===== src/rtl/credit_based_policer.sv =====
// Ingress credit-based policer: meters a byte-wide AXI4-Stream with a signed credit model and
// decides pass/drop once per frame at frame start.
module credit_based_policer #(
  parameter int unsigned COUNTER_WIDTH = 32
) (
  input  logic                     clk,
  input  logic                     rst,
  input  logic                     policer_enable,
  input  logic [31:0]              idle_slope,
  input  logic [31:0]              send_slope,
  input  logic [31:0]              max_credit,
  input  logic [31:0]              min_credit,
  output logic [31:0]              credit,
  output logic [COUNTER_WIDTH-1:0] pass_frame_count,
  output logic [COUNTER_WIDTH-1:0] drop_frame_count,
  input  logic [7:0]               s_axis_tdata,
  input  logic                     s_axis_tvalid,
  output logic                     s_axis_tready,
  input  logic                     s_axis_tlast,
  input  logic                     s_axis_tuser,
  output logic [7:0]               m_axis_tdata,
  output logic                     m_axis_tvalid,
  input  logic                     m_axis_tready,
  output logic                     m_axis_tlast,
  output logic                     m_axis_tuser
);

  typedef enum logic [1:0] {StIdle, StPass, StDrop} state_e;

  state_e                   state_q, state_d;
  logic [31:0]              credit_q, credit_d;
  logic [COUNTER_WIDTH-1:0] pass_cnt_q, drop_cnt_q;
  logic                     pass_inc, drop_inc;

  logic                     charged;
  logic [31:0]              charge_sum, idle_sum;
  logic                     underflow, overflow;

  // State register
  always_ff @(posedge clk or posedge rst) begin
    if (rst) begin
      state_q <= StIdle;
    end else begin
      state_q <= state_d;
    end
  end

  // Next-state: decision taken once, from the credit registered in the idle cycle
  always_comb begin
    state_d  = state_q;
    pass_inc = 1'b0;
    drop_inc = 1'b0;
    unique case (state_q)
      StIdle: begin
        if (s_axis_tvalid) begin
          state_d = (!credit_q[31] || !policer_enable) ? StPass : StDrop;
        end
      end
      StPass: begin
        if (s_axis_tvalid && m_axis_tready && s_axis_tlast) begin
          state_d  = StIdle;
          pass_inc = 1'b1;
        end
      end
      StDrop: begin
        if (s_axis_tvalid && s_axis_tlast) begin
          state_d  = StIdle;
          drop_inc = 1'b1;
        end
      end
      default: state_d = StIdle;
    endcase
  end

  // Outputs; handshakes are forced low while reset is held
  always_comb begin
    m_axis_tvalid = 1'b0;
    s_axis_tready = 1'b0;
    unique case (state_q)
      StIdle: begin
        m_axis_tvalid = 1'b0;
        s_axis_tready = 1'b0;
      end
      StPass: begin
        m_axis_tvalid = s_axis_tvalid & ~rst;
        s_axis_tready = m_axis_tready & ~rst;
      end
      StDrop: begin
        m_axis_tvalid = 1'b0;
        s_axis_tready = ~rst;
      end
      default: begin
        m_axis_tvalid = 1'b0;
        s_axis_tready = 1'b0;
      end
    endcase
  end

  assign m_axis_tdata = s_axis_tdata;
  assign m_axis_tlast = s_axis_tlast;
  assign m_axis_tuser = s_axis_tuser;

  // Credit arithmetic in 32-bit two's complement with explicit wrap detection
  assign charged    = (state_q == StPass) && s_axis_tvalid && m_axis_tready;
  assign charge_sum = credit_q + send_slope;
  assign idle_sum   = credit_q + idle_slope;
  assign underflow  = credit_q[31] & ~charge_sum[31];
  assign overflow   = ~credit_q[31] & idle_sum[31];

  always_comb begin
    credit_d = credit_q;
    if (!policer_enable) begin
      credit_d = '0;
    end else if (charged) begin
      if (underflow || ($signed(charge_sum) < $signed(min_credit))) begin
        credit_d = min_credit;
      end else begin
        credit_d = charge_sum;
      end
    end else begin
      if (overflow || ($signed(idle_sum) > $signed(max_credit))) begin
        credit_d = max_credit;
      end else begin
        credit_d = idle_sum;
      end
    end
  end

  always_ff @(posedge clk or posedge rst) begin
    if (rst) begin
      credit_q   <= '0;
      pass_cnt_q <= '0;
      drop_cnt_q <= '0;
    end else begin
      credit_q <= credit_d;
      if (pass_inc) begin
        pass_cnt_q <= pass_cnt_q + 1'b1;
      end
      if (drop_inc) begin
        drop_cnt_q <= drop_cnt_q + 1'b1;
      end
    end
  end

  assign credit           = credit_q;
  assign pass_frame_count = pass_cnt_q;
  assign drop_frame_count = drop_cnt_q;

endmodule

===== config.mk =====
export PLATFORM = sky130hd
export DESIGN_NAME = credit_based_policer
export DESIGN_NICKNAME = d
export VERILOG_FILES = /design/src/rtl/credit_based_policer.sv
export SDC_FILE = /design/constraint.sdc
export NUM_CORES = 1
export LEC_CHECK = 0
export CAP_MARGIN = 10
export CORE_MARGIN = 3
export CORE_UTILIZATION = 53
export DETAILED_ROUTE_END_ITERATION = 12
export PLACE_DENSITY_LB_ADDON = 0.2
export SLEW_MARGIN = 25
export SYNTH_ARGS = -nofsm -noshare
export SYNTH_HDL_FRONTEND = slang
export SYNTH_SLANG_ARGS = --single-unit
export TNS_END_PERCENT = 30

===== constraint.sdc =====
create_clock -name clk -period 11 [get_ports clk]
set_input_delay 3.3 -clock clk [delete_from_list [all_inputs] [get_ports clk]]
set_output_delay 3.3 -clock clk [all_outputs]
set_load 0.01 [all_outputs]

==> results.ini <==
[floorplan]
io_pins = 251
die_w_um = 141
fp.coreArea_sq_um = 17500
initial_core_util_pct = 55.1
die_h_um = 141
rows = 48
dieArea_sq_um = 19900

[sta]
rsz0062_at_grt = false
hold_viol = 0
fin_setup_tns_ns = 0
tightestPinTransition_ns = 1.01
fin_skew_ns = 0.00768
fmax_mhz = 110
finalCritPeriodShare_pct = 82.7
slew_viol_final = 0
period_minus_slack_ns = 9.10
setup_viol = 0
slew_headroom_pct = 32.6

[power_and_ir_drop]
leakage_nw = 6.03
power_density_nw_per_um2 = 274
peakVddDrop_mv = 0.176

[global_route]
grt_max_degree = 67
antenna_found_initial = 0
grt_pass1_wl_mm = 45.7
grt_pass1_vias = 9084
gr-usage-all-layers_pct = 28.4
grt_overflow_total = 0

[logic_synthesis]
synth_area_sq_um = 9660
synth_top_area_share_pct = 25.4
avgSynthCellArea_sq_um = 8.62
yosysTopAreaCell = dfrtp_1
synthTopCellsByArea = dfrtp_1 25%, ha_1 17%, xnor2_1 6.9%
synth_fp_nets = 1395
ys_warn_count = 0
yosys.cell_types.count = 66
ys_async_sr_fraction_pct = 100
yosysSeqAreaShare_pct = 25.4
synth_cells = 1120
synth-seq-cells = 98
synthFlopType = dfrtp_1
synth_edf_count = 0

[routing]
post-route-drc-count = 0
routed_wl_mm = 28.5
wl_per_cell_um = 18.3
ant_nets = 0
drt-initial-drc-count = 478
drtPass1Iterations = 5
post_drt_via_cell_ratio = 5.95
vias = 9264

[clock_network]
cts_max_level = 3
cts_resized = 0
clk_path_buf_depth = 2
numCtsBuffers = 9
postCtsSetupBuffers = 0
cts_hold_buffers = 0
clk_pin_slew_ns = 0.08
tritoncts = yes
cts_sinks = 98
clk_latency_ns = 0.36
cts-root-buf = clkbuf_16

[setup_path]
cp-start-kind = primary input
cp_cell_sequence = clkdlybuf4s50_1, ha_1, fa_1, a211oi_1, o21ai_0, o31ai_1, o21ai_0, a21oi_1, o21ai_0, a311o_1, ha_1, nand4_1, nor3_1, nor4bb_1, a21oi_1, mux2i_1, o21ai_4, buf_4, mux2i_1, o22ai_1
crit_buf_inv = 2
cp_data_required_time_ns = 11.21
path_delay_family = compound AO/OA/AOI/OAI gates
critical_path_class = primary input to flop
cp_slowest_cell = o31ai_1
critPathMaxFanout = 26
slowest_delay_ns = 0.56
critical_path_arrival_ns = 9.31
cpMostUsedCell = o21ai_0
end_kind = flop

[place]
io_buffers = 232
dpl-instance-area_sq_um = 12000
gp_congestion = 0.968
hpwlAfterDp_mm = 23.2

[final_layout]
antenna_cells = 0
finalNetCount = 1601
final_util_pct = 70.5
syn2layout_area_growth_pct = 28.1
fill_cells = 1447
drive_gt1_share_pct = 2.33
design_area_sq_um = 12400

[min_path]
hold_path_class = flop to flop

[job]
cap_violations = 0

[run_status]
outcome = finished, final reports clean

==> cells by family after synthesis <==
logic type,Yosys count,share of synthesized area [%]
AO/OA/AOI/OAI,298,19.5
AND/OR/NAND/NOR,273,13.9
buffers and inverters,133,6.13
adder cells (fa/ha/maj),132,17.3
XOR/XNOR,119,10.8
flip-flops,98,25.4
multiplexers,67,6.98
==> final cells by class <==
type,instances,area [sq um],share of cell area [%]
timing repair buffer,235,2340,19.0
tap,225,282,2.28
clock buffer,9,225,1.82
multi-input combinational,889,6620,53.5
clock inverter,7,95.1,0.769
inverter,93,352,2.84
sequential,98,2450,19.8
==> synthesized netlist by cell type (6+ instances only) <==
library cell / instances
buf_6: 7
mux2i_1: 64
a211oi_1: 10
nand2_1: 85
nand3_1: 39
nor2_1: 45
dfrtp_1: 98
o21a_1: 10
nand4_1: 30
inv_1: 93
and3_1: 25
ha_1: 130
o21bai_1: 10
o21ai_0: 42
a21oi_1: 100
o22ai_1: 33
clkbuf_1: 19
a21o_1: 27
xor2_1: 43
buf_4: 10
nor2b_1: 6
o211ai_1: 17
nor3_1: 15
xnor2_1: 76
==> through the flow <==
| step | power, mW | std cells | hold WS, ns | setup slack (ns) |
|---|---|---|---|---|
| 6_report | 3.39 | 1556 | 0.468 | 1.90 |
| 5_1_grt | 3.69 | 1556 | 0.483 | 1.49 |
| 4_1_cts | 3.38 | 1556 | 0.471 | 2.04 |
| 3_5_place_dp | 3.02 | 1540 | 0.457 | 1.65 |
| 3_3_place_gp | 2.97 | 1540 | 0.456 | 1.77 |
| 2_1_floorplan | 2.41 | 1120 | 0.504 | 1.90 |
==> sequential cells by signal, indices dropped and copies added (netlist names) <==
signal	count
credit	32
drop_frame_count	32
pass_frame_count	32
state_q	2
==> path summary, 6_finish.rpt <==
| check | from | endpoint | slack [ns] | cells after the start |
|---|---|---|---|---|
| min reg2reg | pass_frame_count[31]$_DFFE_PP0P_ | pass_frame_count[31]$_DFFE_PP0P_ | 0.47 | 1 |
| max reg2reg | credit[0]$_DFF_PP0_ | credit[16]$_DFF_PP0_ | 4.82 | 19 |
| max | idle_slope[0] | credit[16]$_DFF_PP0_ | 1.90 | 20 |
| min in group asynchronous | rst | credit[2]$_DFF_PP0_ | 3.33 | 2 |
| max in group asynchronous | rst | state_q[1]$_DFFE_PP0P_ | 6.45 | 3 |
| min | pass_frame_count[31]$_DFFE_PP0P_ | pass_frame_count[31]$_DFFE_PP0P_ | 0.47 | 1 |
==> placed cells by master (no fill, tap or decap), types with 3 or more instances in the layout <==
| master | Yosys | routed |
|---|---|---|
| inv_1 | 93 | 92 |
| nand2b_1 | 4 | 4 |
| o21bai_1 | 10 | 10 |
| dfrtp_1 | 98 | 98 |
| and3_1 | 25 | 25 |
| a21o_1 | 27 | 27 |
| o21a_1 | 10 | 10 |
| nand4_1 | 30 | 30 |
| a221oi_1 | 4 | 4 |
| buf_4 | 10 | 3 |
| a21boi_0 | 3 | 3 |
| xor2_1 | 43 | 43 |
| clkdlybuf4s50_1 | 0 | 232 |
| mux2i_1 | 64 | 64 |
| nand2_1 | 85 | 84 |
| o211ai_1 | 17 | 17 |
| o21ai_1 | 4 | 4 |
| a41oi_1 | 3 | 3 |
| a31oi_1 | 5 | 5 |
| o221ai_1 | 3 | 3 |
| o21ai_0 | 42 | 42 |
| nor2b_1 | 6 | 6 |
| nand3b_1 | 3 | 3 |
| nor3_1 | 15 | 15 |
| o22ai_1 | 33 | 33 |
| a21oi_1 | 100 | 100 |
| a211oi_1 | 10 | 10 |
| o31ai_1 | 5 | 5 |
| and4_1 | 3 | 3 |
| nand3_1 | 39 | 39 |
| ha_1 | 130 | 130 |
| and2_1 | 4 | 4 |
| xnor2_1 | 76 | 76 |
| a2111oi_0 | 3 | 3 |
| clkbuf_16 | 0 | 9 |
| nor2_1 | 45 | 45 |
==> worst reg2reg max path: stages, from the launching register on <==
cell      delay [ns]
dfrtp_1         0.42
ha_1            0.25
fa_1            0.44
a211oi_1        0.23
o21ai_0         0.21
o31ai_1         0.56
o21ai_0         0.44
a21oi_1         0.32
o21ai_0         0.19
a311o_1         0.39
ha_1            0.30
nand4_1         0.16
nor3_1          0.30
nor4bb_1        0.46
a21oi_1         0.10
mux2i_1         0.33
o21ai_4         0.18
buf_4           0.31
mux2i_1         0.32
o22ai_1         0.13
==> power by group <==
| part | switching, mW | internal [mW] | total [mW] |
|---|---|---|---|
| Combinational | 1.40 | 1.12 | 2.52 |
| Clock | 0.160 | 0.183 | 0.343 |
| Sequential | 0.0987 | 0.428 | 0.527 |
==> routing by layer <==
layer,vias up,track usage (%),share of wire [%]
met5,-,0,0
met4,0,11.5,3.9
met3,88,5.36,6.9
met2,393,48.5,48
met1,4309,35.4,42
li1,4474,-,-
No activity file was read; power rests on OpenSTA's default activity.
